`config.mk`:
```
export PLATFORM = sky130hd
export DESIGN_NAME = temp_1wire_slave
export DESIGN_NICKNAME = d
export VERILOG_FILES = /design/src/rtl/temp_1wire_slave.sv
export SDC_FILE = /design/constraint.sdc
export NUM_CORES = 1
export LEC_CHECK = 0
export CAP_MARGIN = 20
export CORE_MARGIN = 3
export CORE_UTILIZATION = 28
export DETAILED_ROUTE_END_ITERATION = 16
export GPL_ROUTABILITY_DRIVEN = 0
export PLACE_DENSITY = 0.44
export SLEW_MARGIN = 20
export SYNTH_ARGS = -nofsm -noshare
export SYNTH_HDL_FRONTEND = slang
export SYNTH_SLANG_ARGS = --single-unit
```
`constraint.sdc`:
```
create_clock -name clk -period 3.9 [get_ports clk]
set_input_delay 0.585 -clock clk [delete_from_list [all_inputs] [get_ports clk]]
set_output_delay 0.585 -clock clk [all_outputs]
set_load 0.01 [all_outputs]
```
`src/rtl/temp_1wire_slave.sv`:
```
// temp_1wire_slave: DS18B20-style 1-Wire responder on an open-drain bus.
// Supports Skip ROM, Convert T and Read Scratchpad with bit-serial CRC-8.
module temp_1wire_slave #(
    parameter int CLK_US       = 125,
    parameter int RST_MIN_US   = 400,
    parameter int PRES_WAIT_US = 30,
    parameter int PRES_US      = 120,
    parameter int SAMPLE_US    = 30,
    parameter int HOLD_US      = 30
) (
    input  logic        clk,
    input  logic        rst,
    input  logic        dq_in,
    output logic        dq_oe,
    input  logic [15:0] t_data,
    output logic        conv_req,
    output logic        rd_act
);
    localparam logic [15:0] RST_CYC  = 16'(RST_MIN_US * CLK_US);
    // Sync and edge detect have already used three cycles of the wait.
    localparam logic [15:0] WAIT_END = 16'(PRES_WAIT_US * CLK_US - 3);
    localparam logic [15:0] PRES_END = 16'(PRES_US * CLK_US - 1);
    localparam logic [15:0] SMP_END  = 16'(SAMPLE_US * CLK_US - 1);
    localparam logic [15:0] HOLD_END = 16'(HOLD_US * CLK_US - 1);

    typedef enum logic [2:0] {
        IDLE, WAIT_PRES, PRES, ROM_CMD, FUNC_CMD, TX, HALT
    } state_t;

    state_t      state, nxt;
    logic        dq_s1, dq_s2, dq_prev;
    logic [15:0] low_cnt;
    logic [15:0] tmr;
    logic        slot_act;
    logic [6:0]  bit_cnt;
    logic [6:0]  sh;
    logic [15:0] snap;
    logic [7:0]  crc;
    logic [7:0]  tx_byte;
    logic [7:0]  rx_byte;
    logic        fall, rise, bus_rst;
    logic        cmd_st, timed, slot_end, byte_done, tx_bit;

    always_ff @(posedge clk or negedge rst) begin
        if (!rst) begin
            dq_s1   <= 1'b1;
            dq_s2   <= 1'b1;
            dq_prev <= 1'b1;
        end else begin
            dq_s1   <= dq_in;
            dq_s2   <= dq_s1;
            dq_prev <= dq_s2;
        end
    end

    always_ff @(posedge clk or negedge rst) begin
        if (!rst)
            low_cnt <= '0;
        else if (dq_s2)
            low_cnt <= '0;
        else if (low_cnt != RST_CYC)
            low_cnt <= low_cnt + 16'd1;
    end

    assign fall      = dq_prev & ~dq_s2;
    assign rise      = ~dq_prev & dq_s2;
    assign bus_rst   = rise && (low_cnt == RST_CYC);
    assign cmd_st    = (state == ROM_CMD) || (state == FUNC_CMD);
    assign timed     = (state == WAIT_PRES) || (state == PRES);
    assign slot_end  = slot_act &&
                       (tmr == ((state == TX) ? HOLD_END : SMP_END));
    assign byte_done = cmd_st && slot_end && (bit_cnt[2:0] == 3'd7);
    assign rx_byte   = {dq_s2, sh};

    always_comb begin
        tx_byte = crc;
        case (bit_cnt[6:3])
            4'd0:    tx_byte = snap[7:0];
            4'd1:    tx_byte = snap[15:8];
            4'd2:    tx_byte = 8'h4B;
            4'd3:    tx_byte = 8'h46;
            4'd4:    tx_byte = 8'h7F;
            4'd5:    tx_byte = 8'hFF;
            4'd6:    tx_byte = 8'h0C;
            4'd7:    tx_byte = 8'h10;
            default: tx_byte = crc;
        endcase
    end

    assign tx_bit = tx_byte[bit_cnt[2:0]];

    always_ff @(posedge clk or negedge rst) begin
        if (!rst)
            state <= IDLE;
        else
            state <= nxt;
    end

    always_comb begin
        nxt    = state;
        dq_oe  = 1'b0;
        rd_act = 1'b0;
        if (bus_rst) begin
            nxt = WAIT_PRES;
        end else begin
            unique case (state)
                IDLE, HALT: nxt = state;
                WAIT_PRES:
                    if (tmr == WAIT_END) nxt = PRES;
                PRES:
                    if (tmr == PRES_END) nxt = ROM_CMD;
                ROM_CMD:
                    if (byte_done)
                        nxt = (rx_byte == 8'hCC) ? FUNC_CMD : HALT;
                FUNC_CMD:
                    if (byte_done)
                        nxt = (rx_byte == 8'hBE) ? TX : HALT;
                TX:
                    if (slot_end && bit_cnt == 7'd71) nxt = HALT;
                default: nxt = IDLE;
            endcase
        end
        if (state == PRES)
            dq_oe = 1'b1;
        if (state == TX) begin
            rd_act = 1'b1;
            dq_oe  = slot_act & ~tx_bit;
        end
    end

    always_ff @(posedge clk or negedge rst) begin
        if (!rst) begin
            tmr      <= '0;
            slot_act <= 1'b0;
            bit_cnt  <= '0;
            sh       <= '0;
            snap     <= '0;
            crc      <= '0;
            conv_req <= 1'b0;
        end else begin
            conv_req <= 1'b0;
            if (bus_rst) begin
                tmr      <= '0;
                slot_act <= 1'b0;
                bit_cnt  <= '0;
            end else if (timed) begin
                tmr <= (nxt != state) ? 16'd0 : tmr + 16'd1;
            end else if (slot_act) begin
                tmr <= tmr + 16'd1;
                if (slot_end) begin
                    slot_act <= 1'b0;
                    bit_cnt  <= byte_done ? 7'd0 : bit_cnt + 7'd1;
                    if (cmd_st)
                        sh <= rx_byte[7:1];
                    if (state == TX && !bit_cnt[6])
                        crc <= {1'b0, crc[7:1]} ^
                               ((crc[0] ^ tx_bit) ? 8'h8C : 8'h00);
                    if (byte_done && state == FUNC_CMD) begin
                        if (rx_byte == 8'hBE) begin
                            snap <= t_data;
                            crc  <= '0;
                        end
                        if (rx_byte == 8'h44)
                            conv_req <= 1'b1;
                    end
                end
            end else if (fall && (cmd_st || state == TX)) begin
                tmr      <= '0;
                slot_act <= 1'b1;
            end
        end
    end
endmodule

```
== Word-level counts from Yosys, hierarchy flattened ==
Cells that the tools add are included.
W data, S select, Z words.

* Flip-flop bits (word level): 78
* Input bits: 19
* Output and inout bits: 3
* Word-level logic and storage cells: 116

* Add/sub/neg operators: 3
* Magnitude comparators: 1
* Equality and inequality tests: 25
* Muxes and demuxes: 42
* Bitwise logic cells: 10
* Reductions and logical operators: 23

{| class="wikitable"
|+ Operator list
! operator !! number
|-
| $mux W16 || 7
|-
| $pmux W8 S8 || 1
|-
| $mux W7 || 5
|-
| $add A16 B1 Y16 const B || 2
|-
| $eq A16 B12 Y1 const B || 2
|-
| $mux W8 || 4
|-
| $mux W3 || 6
|-
| $pmux W3 S6 || 1
|-
| $eq A16 B14 Y1 const B || 1
|-
| $eq A16 B16 Y1 const B || 1
|-
| $eq A4 B3 Y1 const B || 4
|-
| $eq A8 B8 Y1 const B || 2
|-
| $ne A16 B16 Y1 const B || 1
|-
| $mux W1 || 15
|-
| $eq A3 B3 Y1 const B || 4
|-
| $eq A4 B2 Y1 const B || 2
|-
| $eq A8 B7 Y1 const B || 1
|-
| $logic_and A1 B1 Y1 || 8
|-
| $xor A7 B8 Y8 || 1
|-
| $add A7 B1 Y7 const B || 1
|-
| $eq A7 B7 Y1 const B || 1
|-
| $eq A3 B2 Y1 const B || 2
|-
| $reduce_and A6 Y1 || 1
|-
| $reduce_bool A2 Y1 || 3
|-
| 19 further kinds || 28
|}

== Longest topological paths before layout ==
Gate-level depths: netlist of the first run.

* Depth after elaboration: 11
* Mapped depth: 12
* Gate-level depth less buffers: 10

== Worst setup path after synthesis of the first run ==
No wires, ideal clock.

* Kind: register to register
* Start: reg tmr[12]
* End: reg sh[0]
* Setup time: 0.125 ns
* Arrival: 2.619 ns
* Data required time: 3.775 ns
* Setup slack: 1.156 ns
* Stages on the path, launching flop included: 7
* Buffers on the path: 1
* Path through: dfrtp_1 clkbuf_2 or4b_4 or4_1 or4_1 nor2_2 mux2_2

* Word-level cells in the longest chain between the ends: 3

{| class="wikitable"
|+ Ends and longest elaborated chain
! element !! RTL line !! text
|-
| from (decl) || 33 || <nowiki>logic [15:0] tmr;</nowiki>
|-
| from (signal assigned) || 147 || <nowiki>tmr <= (nxt != state) ? 16'd0 : tmr + 16'd1;</nowiki>
|-
| from (signal assigned) || 149 || <nowiki>tmr <= tmr + 16'd1;</nowiki>
|-
| $eq A16 B12 Y1 || 71 || <nowiki>(tmr == ((state == TX) ? HOLD_END : SMP_END));</nowiki>
|-
| $logic_and A1 B1 Y1 || 70 || <nowiki>assign slot_end = slot_act &&</nowiki>
|-
| $reduce_and A5 Y1 (no line) || n/a ||
|-
| to (signal assigned) || 154 || <nowiki>sh <= rx_byte[7:1];</nowiki>
|-
| to (decl) || 36 || <nowiki>logic [6:0] sh;</nowiki>
|}

No other way between the ends.
A chain may end at the register's enable or synchronous reset.

== Worst setup path after layout of the first run ==
* Start: reg bit_cnt[3]
* End: out dq_oe

* Word-level cells in the longest chain between the ends: 7

{| class="wikitable"
|+ Ends and longest elaborated chain
! element !! RTL line !! text
|-
| from (decl) || 35 || <nowiki>logic [6:0] bit_cnt;</nowiki>
|-
| from (signal assigned) || 152 || <nowiki>bit_cnt <= byte_done ? 7'd0 : bit_cnt + 7'd1;</nowiki>
|-
| $eq A4 B3 Y1 (tied with other cells) || 77 || <nowiki>case (bit_cnt[6:3])</nowiki>
|-
| $pmux W8 S8 (*) || 77 ||
|-
| $bmux W1 S3 (*) || 90 || <nowiki>assign tx_bit = tx_byte[bit_cnt[2:0]];</nowiki>
|-
| $mux W1 (implied by the code) (*) || 90 ||
|-
| $not A1 Y1 (*) || 127 || <nowiki>dq_oe = slot_act & ~tx_bit;</nowiki>
|-
| $and A1 B1 Y1 (*) || 127 ||
|-
| $mux W1 (*) || 125 || <nowiki>if (state == TX) begin</nowiki>
|-
| to (decl) || 14 || <nowiki>output logic dq_oe,</nowiki>
|}

Every way passes the cells marked *; elsewhere a longest branch is shown, timed or not. The select of a mux whose other input is x is not followed.

==> run summary, run 1 <==
SYNTH
---------------------------------------------------------------------------------------
Number of synthesized register bits ......................................           78
Post-synthesis average cell area .........................................    9.29 um^2
Count of flip-flops with a built-in enable after synthesis ...............            0
Main combinational cell family by area after synthesis ................... simple AND/OR/NAND/NOR gates
Fraction of synthesized cell area in xor and xnor cells ..................        3.06%
Gate Count Post-Synth ....................................................          463
Post-synthesis simple-gate area fraction .................................        23.7%
Complex-gate fraction of the synthesized area ............................        13.7%
Ys async rst share .......................................................         100%
Leading area contributor after synthesis .................................      dfrtp_1
Fraction of the yosys area taken by sequential cells .....................        45.5%
Library cells used by synthesis ..........................................           56
Dominant register cell in the synthesized netlist ........................      dfrtp_1
Warnings from Yosys ......................................................            0
Cells taking the most area after synthesis ............................... dfrtp_1 44%, mux2_2 6.3%, a21oi_1 4.2%
Post-Syn Area ............................................................    4300 um^2
Mux share of post-synthesis cell area ....................................        7.68%
Net count after synthesis ................................................          489
Post-synth top area share ................................................        43.7%
Adder-cell share of the synthesized area .................................        2.04%

FINISH
---------------------------------------------------------------------------------------
Fraction of final layout cells with drive strength greater than 1 ........        11.9%
Number of filler instances in the final layout ...........................         1497
Antenna cells ............................................................            0
Highest-count cells in the layout ignoring fill and taps ................. 75 x dfrtp_1, 47 x nand2_1, 36 x a21oi_1
Commonest non-fill, non-tap cell in the layout ...........................      dfrtp_1
NumNets Final ............................................................          501
Area Overhead vs Synth ...................................................        15.2%
Multi-input combinational cell area ......................................    2160 um^2
Total non-filler cell area in the finished layout ........................    4950 um^2
Sequential cell area .....................................................    1960 um^2

DIE
---------------------------------------------------------------------------------------
Num ports ................................................................           22
Initial Util .............................................................        29.1%
Die boundary height ......................................................       130 um
DIE AREA .................................................................   16900 um^2
Horiz. Die Dim ...........................................................       130 um
Cell row count ...........................................................           44
Core region area .........................................................   14800 um^2

GLOBAL ROUTING
---------------------------------------------------------------------------------------
Number of antenna violations at the first check in global routing ........            0
Total congestion overflow after global routing ...........................            0
Via count of the first global-routing pass ...............................         3399
Maximum number of pins on one net before global-route repair .............           79
First-pass GRT wire length ...............................................      16.9 mm
Global routing usage summed across all routing layers ....................        12.5%

CLOCK TREE
---------------------------------------------------------------------------------------
Buffers inserted during post-CTS setup optimization ......................            0
Clk Latency, worst-skew pair .............................................      0.34 ns
Clock Pin Slew Worst Setup and Hold Paths ................................      0.06 ns
Count of H-tree levels built during CTS ..................................            3
Number of clock sinks ....................................................           78
Post-CTS Hold Buffers ....................................................            0
Buffers from clock root to sink, at most .................................            2
Cell at the root of the clock tree .......................................    clkbuf_16
Post-cts gate resize count ...............................................            0
Clock tree from TritonCTS ................................................         done
Clock buffer count from CTS ..............................................            9

WORST HOLD PATH
---------------------------------------------------------------------------------------
HP Class .................................................................     in2async

WORST SETUP PATH
---------------------------------------------------------------------------------------
Req. time, crit path .....................................................      3.31 ns
Worst setup EP type ...................................................... primary output
Slowest CP cell ..........................................................      dfrtp_1
CP Cell Sequence ......................................................... mux2_2, o21ai_0, o311ai_0, a32o_1, a22oi_1, nand3_1, o21ai_0, clkdlybuf4s50_1
Worst path most repeated cell ............................................      o21ai_0
Data arrival at the endpoint of the critical path ........................      3.08 ns
Worst Setup Start Kind ...................................................    flip-flop
WS Path Type .............................................................      reg2out
Delay of the slowest critical-path stage .................................      0.70 ns
Maximum net fanout on the critical path ..................................           19

PLACED DESIGN
---------------------------------------------------------------------------------------
Post-DP HPWL .............................................................      6.63 mm
Post-Place Setup Slack ...................................................     0.598 ns
Total of buffers placed on input and output ports ........................           21
Area after DPL ...........................................................    4650 um^2

POWER
---------------------------------------------------------------------------------------
Power density over the cells .............................................  340 nW/um^2
Leak Pwr .................................................................   0.00207 uW
Worst vdd rail ir drop ...................................................     0.220 mV

STA
---------------------------------------------------------------------------------------
Number of failing setup endpoints in the final timing report .............            0
Largest clock skew in the final design ...................................   0.00974 ns
Number of max-slew violations in the final report ........................            0
Post-Route Setup TNS .....................................................         0 ns
Final setup margin .......................................................     0.239 ns
Number of hold violations in the final report ............................            0
Pin slew with the least headroom to its limit ............................     0.818 ns
Share of the cycle needed by the critical path after routing .............        93.9%
Crit path time final .....................................................      3.66 ns
RSZ-0062 raised after global routing .....................................           no
Normalized max-slew margin ...............................................        45.0%
Max Freq .................................................................      273 MHz

DRT
---------------------------------------------------------------------------------------
Count of antenna-violating nets left after detailed routing ..............            0
Post-detailed-route DRC marker count .....................................            0
Post-Route WL ............................................................      9.69 mm
Average routed wire per standard cell ....................................      14.6 um
First drt pass iteration count ...........................................            4
Mean number of vias per cell .............................................         5.08
Total vias in the final route ............................................         3376
Number of violations reported at the end of detailed-routing iteration 0 .          259

FLOW RUN
---------------------------------------------------------------------------------------
Max Cap Violations .......................................................            0

STATUS
---------------------------------------------------------------------------------------
Outcome ..................................................................    completed

==> power by group <==
group	internal [uW]	switching [uW]	leakage (uW)	total, uW
Clock	484	336	0.000145	820
Combinational	20.3	22.7	0.000846	43.0
Sequential	815	6.89	0.00108	822
==> cells in the mapped netlist, drive strengths merged (4+ instances only) <==
master  number
nor4b        4
dfrtp       75
o31ai        4
xnor2       10
clkbuf      17
nand3b       4
nor4         5
nand2       47
or3          6
and3        15
ha           7
nor2        35
buf          6
nand3       31
nand4        4
mux2        24
or4b         4
nor2b        5
mux2i        6
inv         21
nand2b       7
nor3        10
o21ai       27
xor2         5
a21oi       36
a31oi       15
==> logic make-up after synthesis <==
kind of cell | count (synthesis)
AOI/OAI and AO/OA | 97
xor gates and xnor gates | 15
adders and majority gates | 7
buffers and inverters | 44
DFF | 78
muxes | 30
and+or+nand+nor | 192
==> path summary, 6_finish.rpt <==
check	to	slack, ns	start	cells after the start
setup / recovery	dq_oe	0.24	bit_cnt[3]$_DFFE_PN0P_	8
min in group clk	dq_s2$_DFF_PN1_	0.36	dq_s1$_DFF_PN1_	0
hold reg to reg	dq_s2$_DFF_PN1_	0.36	dq_s1$_DFF_PN1_	0
max in group asynchronous	tmr[13]$_DFFE_PN0P_	3.12	rst	1
hold / removal	snap[1]$_DFFE_PN0P_	0.28	rst	1
setup reg to reg	tmr[15]$_DFFE_PN0P_	0.56	bit_cnt[0]$_DFFE_PN0P_	11
==> registers in the layout, summed over array words and instances (netlist names) <==
register,count
low_cnt,16
snap,16
tmr,16
crc,8
bit_cnt,7
sh,7
state,3
conv_req,1
dq_prev,1
dq_s1,1
dq_s2,1
slot_act,1
==> worst max-delay path, delay by kind of cell (launching register included) <==
family                 cells  cell delay (ns)
and+or+nand+nor            1             0.12
AOI/OAI and AO/OA          5             0.94
muxes                      1             0.40
DFF                        1             0.70
buffers and inverters      1             0.58
==> final cells by class <==
| cell class | instances | area share, % |
|---|---|---|
| clock buffer | 12 | 5.38 |
| clock inverter | 4 | 0.606 |
| inverter | 21 | 1.59 |
| multi-input combinational | 341 | 43.6 |
| sequential | 78 | 39.5 |
| tap | 184 | 4.65 |
| timing repair buffer | 24 | 4.72 |
==> routing by layer <==
layer,vias up,wire [um],GRT usage (%)
met2,42,4490,20.0
met3,9,302,2.37
met1,1630,4750,16.7
li1,1695,-,-
met4,0,143,5.13
met5,-,0,0
==> per-stage QoR <==
stage	instances	hold slack, ns	utilization [%]	total power [uW]
floorplan	463	0.289	-	843
global placement	648	0.347	31.5	881
detailed placement	648	0.348	31.5	882
CTS	664	0.357	33.5	1720
global route	664	0.349	33.6	1760
finish	664	0.284	33.6	1690
Power figures use the tool's default switching activity.
==> run 2, diff against run 1 <==
- CTS_CLUSTER_DIAMETER: unset -> 60
- clock period: 3.9 -> 4.6 ns (I/O delays scaled with it)
==> run summary, run 2 (synthesis gave the netlist of run 1 again) <==
DRT
---------------------------------------------------------------------------------------
Post-Route WL ............................................................      9.81 mm
Post-detailed-route DRC marker count .....................................            0
Number of violations reported at the end of detailed-routing iteration 0 .          254
Average routed wire per standard cell ....................................      14.7 um
Count of antenna-violating nets left after detailed routing ..............            0
Mean number of vias per cell .............................................         5.10
First drt pass iteration count ...........................................            4
Total vias in the final route ............................................         3394

DIE
---------------------------------------------------------------------------------------
DIE AREA .................................................................   16900 um^2
Cell row count ...........................................................           44
Core region area .........................................................   14800 um^2
Horiz. Die Dim ...........................................................       130 um
Num ports ................................................................           22
Initial Util .............................................................        29.1%
Die boundary height ......................................................       130 um

PLACED DESIGN
---------------------------------------------------------------------------------------
Total of buffers placed on input and output ports ........................           21
Post-DP HPWL .............................................................      6.70 mm
# placed instances .......................................................          649

GLOBAL ROUTING
---------------------------------------------------------------------------------------
First-pass GRT wire length ...............................................      16.7 mm
Number of antenna violations at the first check in global routing ........            0
Global routing usage summed across all routing layers ....................        12.6%
Total congestion overflow after global routing ...........................            0
Via count of the first global-routing pass ...............................         3282
Maximum number of pins on one net before global-route repair .............           79

WORST HOLD PATH
---------------------------------------------------------------------------------------
Startpoint of the lowest-slack hold path ................................. dq_s1$_DFF_PN1_
HP Class .................................................................      reg2reg
Worst hold stages ........................................................            0

WORST SETUP PATH
---------------------------------------------------------------------------------------
CP Cell Sequence ......................................................... mux2_2, o21ai_0, o311ai_0, a32o_1, a22oi_1, nand3_1, o21ai_0, clkdlybuf4s50_1
Req. time, crit path .....................................................      3.91 ns
Worst path most repeated cell ............................................      o21ai_0
Data arrival at the endpoint of the critical path ........................      3.09 ns
Critical path startpoint ................................................. bit_cnt[3]$_DFFE_PN0P_
Slowest CP cell ..........................................................      dfrtp_1
Worst r2r path cells .....................................................           11
Maximum net fanout on the critical path ..................................           19
WS Path Type .............................................................      reg2out
Worst Setup Start Kind ...................................................    flip-flop
Worst setup EP type ...................................................... primary output
Worst Path Buf+Inv .......................................................            1
WP depth .................................................................            8
Delay of the slowest critical-path stage .................................      0.71 ns
Cell type group with the largest total delay on the critical path ........ compound AO/OA/AOI/OAI gates
R2R Path Start ........................................................... bit_cnt[0]$_DFFE_PN0P_

STA
---------------------------------------------------------------------------------------
Number of max-slew violations in the final report ........................            0
RSZ-0062 raised after global routing .....................................           no
Largest clock skew in the final design ...................................   0.00796 ns
Pin slew with the least headroom to its limit ............................     0.755 ns
Post-Route Setup TNS .....................................................         0 ns
Normalized max-slew margin ...............................................        49.7%
Crit path time final .....................................................      3.78 ns
Number of failing setup endpoints in the final timing report .............            0
Final-layout worst hold slack ............................................     0.356 ns
Share of the cycle needed by the critical path after routing .............        82.2%
Number of hold violations in the final report ............................            0
Max Freq .................................................................      265 MHz

CLOCK TREE
---------------------------------------------------------------------------------------
Count of H-tree levels built during CTS ..................................            3
Clock tree from TritonCTS ................................................         done
Post-cts gate resize count ...............................................            0
Clock Pin Slew Worst Setup and Hold Paths ................................      0.06 ns
Clk Latency, worst-skew pair .............................................      0.34 ns
Post-CTS Hold Buffers ....................................................            0
Number of clock sinks ....................................................           78
Cell at the root of the clock tree .......................................    clkbuf_16
Buffers inserted during post-CTS setup optimization ......................            0
Clock buffer count from CTS ..............................................            9
Buffers from clock root to sink, at most .................................            2

POWER
---------------------------------------------------------------------------------------
Final Total Pwr ..........................................................      1440 uW
Leak Pwr .................................................................   0.00207 uW
Power density over the cells .............................................  291 nW/um^2
Worst vdd rail ir drop ...................................................     0.170 mV

FINISH
---------------------------------------------------------------------------------------
Highest-count cells in the layout ignoring fill and taps ................. 75 x dfrtp_1, 47 x nand2_1, 36 x a21oi_1
Antenna cells ............................................................            0
NumNets Final ............................................................          502
Fraction of final layout cells with drive strength greater than 1 ........        12.1%
Commonest non-fill, non-tap cell in the layout ...........................      dfrtp_1
Sequential cell area .....................................................    1960 um^2
Multi-input combinational cell area ......................................    2160 um^2
Area Overhead vs Synth ...................................................        15.2%
Number of filler instances in the final layout ...........................         1523
Number of standard cells in the final layout excluding fillers ...........          665
Biggest regs ............................................................. low_cnt: 16 flops, snap: 16 flops, tmr: 16 flops

STATUS
---------------------------------------------------------------------------------------
Outcome ..................................................................    completed

FLOW RUN
---------------------------------------------------------------------------------------
Max Cap Violations .......................................................            0

-- run 2: cell types whose count changed in the layout (fill, tap and decap cells not counted), sizes merged --
cell | before | now
buf | 4 | 5
bufinv | 0 | 1
clkbuf | 12 | 9
clkinv | 3 | 4
clkinvlp | 1 | 2
-- run 2: cell type report --
cell class	instances	share of cell area, %
multi-input combinational	341	43.5
sequential	78	39.5
timing repair buffer	25	4.87
tap	184	4.65
clock buffer	9	4.55
inverter	21	1.59
clock inverter	7	1.31
-- run 2: stage by stage --
step,setup slack (ns),area (um^2),utilization (%)
floorplan,1.86,4300,-
global placement,1.18,4660,31.6
detailed placement,1.16,4660,31.6
CTS,0.753,4950,33.5
global route,0.581,4950,33.6
finish,0.821,4950,33.6
-- run 2: report_power, final --
part	total (uW)	leakage, uW	switching [uW]	internal, uW
combinational	36.3	0.000852	19.1	17.2
sequential	697	0.00108	5.91	691
clock	706	0.000141	290	416
total	1440	0.00207	315	1120
-- run 2: routing by layer --
metal	vias up	GRT usage (%)	routed length (um)
met5	-	0	0
li1	1687	-	-
met3	14	2.54	325
met4	0	6.42	240
met2	57	19.2	4490
met1	1636	17.0	4760
-- run 2: final timing paths --
kind / slack [ns] / to
max: 0.82 / dq_oe
min: 0.36 / dq_s2$_DFF_PN1_
max reg2reg: 1.21 / tmr[12]$_DFFE_PN0P_
min reg2reg: 0.36 / dq_s2$_DFF_PN1_
max in group asynchronous: 3.71 / sh[5]$_DFFE_PN0P_
min in group asynchronous: 0.39 / snap[0]$_DFFE_PN0P_
==> run 3, diff against run 2 <==
- PLACE_DENSITY: 0.44 -> 0.46
- clock period: 4.6 -> 3.4 ns (I/O delays scaled with it)
==> run summary, run 3 (synthesis gave the netlist of run 1 again) <==
CLOCK TREE
---------------------------------------------------------------------------------------
Post-cts gate resize count ...............................................            2
Buffers from clock root to sink, at most .................................            2
Clock buffer count from CTS ..............................................            9
Post-CTS Hold Buffers ....................................................            0
Clock tree from TritonCTS ................................................         done
Buffers inserted during post-CTS setup optimization ......................            0
Clock Pin Slew Worst Setup and Hold Paths ................................      0.06 ns
Cell at the root of the clock tree .......................................    clkbuf_16
Count of H-tree levels built during CTS ..................................            3
Number of clock sinks ....................................................           78
Clk Latency, worst-skew pair .............................................      0.33 ns

POWER
---------------------------------------------------------------------------------------
Final Total Pwr ..........................................................      2020 uW
Leak Pwr .................................................................   0.00211 uW
Worst vdd rail ir drop ...................................................     0.227 mV
Power density over the cells .............................................  402 nW/um^2

GLOBAL ROUTING
---------------------------------------------------------------------------------------
First-pass GRT wire length ...............................................      16.9 mm
Maximum number of pins on one net before global-route repair .............           79
Number of antenna violations at the first check in global routing ........            0
Global routing usage summed across all routing layers ....................        12.3%
Total congestion overflow after global routing ...........................            0
Via count of the first global-routing pass ...............................         3346

WORST SETUP PATH
---------------------------------------------------------------------------------------
Worst path most repeated cell ............................................      a31oi_1
WS Path Type .............................................................      reg2reg
Data arrival at the endpoint of the critical path ........................      3.36 ns
Slowest CP cell ..........................................................      or4bb_1
Worst setup EP type ......................................................    flip-flop
CP Cell Sequence ......................................................... ha_1, or4bb_1, nor4_1, o21ai_0, a31o_2, a31oi_1, o41ai_4, buf_4, a41oi_1, a31oi_1
Maximum net fanout on the critical path ..................................           30
Delay of the slowest critical-path stage .................................      0.56 ns
R2R Path Start ........................................................... tmr[0]$_DFFE_PN0P_
Worst Setup Start Kind ...................................................    flip-flop
Req. time, crit path .....................................................      3.60 ns
Critical path startpoint ................................................. tmr[0]$_DFFE_PN0P_

FINISH
---------------------------------------------------------------------------------------
Multi-input combinational cell area ......................................    2160 um^2
Highest-count cells in the layout ignoring fill and taps ................. 72 x dfrtp_1, 47 x nand2_1, 36 x a21oi_1
NumNets Final ............................................................          505
Sequential cell area .....................................................    1960 um^2
Fraction of final layout cells with drive strength greater than 1 ........        13.4%
Number of filler instances in the final layout ...........................         1522
Biggest regs ............................................................. low_cnt: 16 flops, snap: 16 flops, tmr: 16 flops
Antenna cells ............................................................            0
Commonest non-fill, non-tap cell in the layout ...........................      dfrtp_1
Number of standard cells in the final layout excluding fillers ...........          668
Area Overhead vs Synth ...................................................        16.6%

STA
---------------------------------------------------------------------------------------
Max Freq .................................................................      316 MHz
Number of max-slew violations in the final report ........................            0
Number of hold violations in the final report ............................            0
Number of failing setup endpoints in the final timing report .............            0
Share of the cycle needed by the critical path after routing .............        93.0%
Largest clock skew in the final design ...................................   0.00683 ns
Crit path time final .....................................................      3.16 ns
Post-Route Setup TNS .....................................................         0 ns
RSZ-0062 raised after global routing .....................................           no
Pin slew with the least headroom to its limit ............................     0.737 ns
Normalized max-slew margin ...............................................        50.9%

DRT
---------------------------------------------------------------------------------------
Count of antenna-violating nets left after detailed routing ..............            0
Number of violations reported at the end of detailed-routing iteration 0 .          275
Total vias in the final route ............................................         3384
Post-detailed-route DRC marker count .....................................            0
Post-Route WL ............................................................      9.59 mm
First drt pass iteration count ...........................................            4
Average routed wire per standard cell ....................................      14.4 um
Mean number of vias per cell .............................................         5.07

STATUS
---------------------------------------------------------------------------------------
Outcome ..................................................................    completed

PLACED DESIGN
---------------------------------------------------------------------------------------
# placed instances .......................................................          652
Post-DP HPWL .............................................................      6.61 mm
Total of buffers placed on input and output ports ........................           21

DIE
---------------------------------------------------------------------------------------
DIE AREA .................................................................   16900 um^2
Num ports ................................................................           22
Initial Util .............................................................        29.1%
Cell row count ...........................................................           44
Die boundary height ......................................................       130 um
Core region area .........................................................   14800 um^2
Horiz. Die Dim ...........................................................       130 um

WORST HOLD PATH
---------------------------------------------------------------------------------------
HP Class .................................................................     in2async

FLOW RUN
---------------------------------------------------------------------------------------
Max Cap Violations .......................................................            0

-- run 3: per-stage QoR --
step	setup WS [ns]	hold slack [ns]	utilization (%)	instance area, um^2
after floorplan	0.656	0.214	-	4300
after global placement	0.227	0.346	31.7	4680
after detailed placement	0.208	0.351	31.7	4680
after CTS	0.0234	0.362	33.9	5000
after global routing	0.0941	0.282	34.0	5010
final	0.238	0.225	34.0	5010
-- run 3: critical path, delay by kind of cell, from the launching register on --
kind,cells,cell delay [ns]
flip-flops,1,0.42
AND/OR/NAND/NOR,2,1.05
adder cells (fa/ha/maj),1,0.26
AO/OA/AOI/OAI,6,1.06
buffers and inverters,1,0.23
-- run 3: metal layers --
layer  vias to the layer above  share of wire [%]  GRT usage, %
li1                       1692                  -             -
met2                        48                 45          18.7
met4                         0                1.4          3.73
met1                      1635                 50          17.8
met3                         9                3.7          2.21
met5                         -                  0             0
-- run 3: area by class of cell --
| cell class | count | area share (%) |
|---|---|---|
| clock buffer | 10 | 4.57 |
| clock inverter | 6 | 1.72 |
| inverter | 21 | 1.57 |
| multi-input combinational | 341 | 43.1 |
| sequential | 78 | 39.1 |
| tap | 184 | 4.59 |
| timing repair buffer | 28 | 5.32 |
-- run 3: where the power goes --
part / leakage, uW / internal [uW] / switching (uW)
sequential: 0.00107 / 935 / 7.82
clock: 0.000152 / 642 / 382
combinational: 0.000887 / 23.3 / 26.5
total: 0.00211 / 1600 / 417
-- run 3: worst paths after layout --
kind,end,slack (ns),cells after the start
min in group clk,dq_s2$_DFF_PN1_,0.36,0
hold reg to reg,dq_s2$_DFF_PN1_,0.36,0
setup / recovery,tmr[13]$_DFFE_PN0P_,0.24,10
hold / removal,snap[12]$_DFFE_PN0P_,0.23,1
max in group asynchronous,bit_cnt[3]$_DFFE_PN0P_,2.65,1
setup reg to reg,tmr[13]$_DFFE_PN0P_,0.24,10
==> RTL change (flow settings as in run 1) <==
Register the output `dq_oe`, without a reset; this adds one clock of latency there. The other outputs are not delayed to match.
--- a/src/rtl/temp_1wire_slave.sv
+++ b/src/rtl/temp_1wire_slave.sv
@@ -26,6 +26,8 @@
     typedef enum logic [2:0] {
         IDLE, WAIT_PRES, PRES, ROM_CMD, FUNC_CMD, TX, HALT
     } state_t;
+
+    logic dq_oe_d;
 
     state_t      state, nxt;
     logic        dq_s1, dq_s2, dq_prev;
@@ -98,7 +100,7 @@
 
     always_comb begin
         nxt    = state;
-        dq_oe  = 1'b0;
+        dq_oe_d = 1'b0;
         rd_act = 1'b0;
         if (bus_rst) begin
             nxt = WAIT_PRES;
@@ -121,10 +123,10 @@
             endcase
         end
         if (state == PRES)
-            dq_oe = 1'b1;
+            dq_oe_d = 1'b1;
         if (state == TX) begin
             rd_act = 1'b1;
-            dq_oe  = slot_act & ~tx_bit;
+            dq_oe_d = slot_act & ~tx_bit;
         end
     end
 
@@ -170,5 +172,9 @@
             end
         end
     end
+    always_ff @(posedge clk) begin
+        dq_oe <= dq_oe_d;
+    end
+
 endmodule
 
Function: no difference found for any inputs over 10 cycles, from zero or initial values and one cycle with rst low; that may be too few to reach the edited logic, so the function may still have changed.
==> RTL change against run 1 <==
  * Area after synthesis rose by 0.47%
  * Global-route usage about the same
  * Final area rose by 0.88%
  * Wire length up 0.84%
  * Synthesized cell count up 0.22%
  * Fmax up 10%
  * Worst setup slack better by 340 ps
  * Clock skew shrank 0.73 ps
  * Total power up 7.2%
  * Critical path depth down 2
  * Via count up 0.95%
  * Sequential cell count increased by 1
  * Largest cell class unchanged
  * Highest routed layer unchanged
==> RTL change: results (changes against run 1) <==
[status]
outcome = finished, final reports clean  ; unchanged

[power]
total_power_uw = 1810  ; was 1690 uW
switching_share = 0.217  ; about the same
clockPowerShare = 0.516  ; was 0.487
pwr-share-seq = 0.460  ; was 0.488

[place]
placed_area_um2 = 4660  ; was 4650 um2
dp_slack_ps = 531  ; was 598 ps
dpl.hpwl_mm = 6.73  ; was 6.63 mm

[routing]
wl_per_cell_um = 14.7  ; was 14.6 um
drt_iter0_drc = 165  ; was 259
met2WireLength_mm = 4.41  ; was 4.49 mm
avgViaCountPerCell = 5.13  ; was 5.08
drt-met1-wl_mm = 4.77  ; was 4.75 mm
drt_pass1_iterations = 5  ; was 4
wl_met3_um = 358  ; was 302 um

[synthesis]
synthAdderAreaFrac = 0.0203  ; was 0.0204
synth_fp_nets = 490  ; was 489
yosysSeqAreaShare = 0.457  ; was 0.455
ys_top_cells_by_area = dfrtp_1 (43%), mux2_2 (6.3%), a21oi_1 (4.2%)  ; was dfrtp_1 (44%), mux2_2 (6.3%), a21oi_1 (4.2%)
muxShareOfSynthArea = 0.0765  ; was 0.0768
yosysUniqueCellTypes = 57  ; was 56
async_flop_share = 0.987  ; was 1.00
synth_xor_area_frac = 0.0304  ; was 0.0306
synth_compound_area_frac = 0.136  ; was 0.137
avgSynthCellArea_um2 = 9.31  ; was 9.29 um2

[grt]
grt_use_met3 = 0.0291  ; was 0.0237
grt_pass1_wl_mm = 16.7  ; was 16.9 mm
grt_pass1_vias = 3295  ; was 3399
gr-usage-met2 = 0.188  ; was 0.200
grt_use_met1 = 0.168  ; was 0.167

[setup_path]
crit_fanout = 21  ; was 19
critPathTopFamily = simple AND/OR/NAND/NOR gates  ; was compound AO/OA/AOI/OAI gates
reg2reg_depth = 6  ; was 11
critPathArrivalTime_ps = 3560  ; was 3080 ps

[cells_and_area]
drive_above_1_share = 0.117  ; was 0.119

[sta]
finalClockSkew_ps = 9.01  ; was 9.74 ps
slew-limit-headroom = 0.396  ; was 0.450

==> RTL change: changes by cell type in the layout (fill, tap and decap cells not counted), sizes merged <==
cell    change
buf         -1
bufinv      +2
clkbuf      -3
clkinv      -2
dfxtp       +1
inv         +3
==> RTL change: final cells by class <==
cell class	count	area, um2
clock inverters	7	103
inverters	21	78.8
flip-flops and latches	79	1980
fillers	1497	9810
well taps	184	230
clock buffers	9	225
repair buffers	23	226
multi-input cells	341	2160
==> RTL change: path summary, 6_finish.rpt <==
kind                                        start                   end  slack, ps
hold / removal                                rst  snap[13]$_DFFE_PN0P_        260
setup reg to reg           bit_cnt[0]$_DFFE_PN0P_   snap[6]$_DFFE_PN0P_        570
max in group asynchronous                     rst    state[0]$_DFF_PN0_       3100
setup / recovery           bit_cnt[0]$_DFFE_PN0P_   snap[6]$_DFFE_PN0P_        570
min in group clk                  dq_s1$_DFF_PN1_       dq_s2$_DFF_PN1_        360
hold reg to reg                   dq_s1$_DFF_PN1_       dq_s2$_DFF_PN1_        360
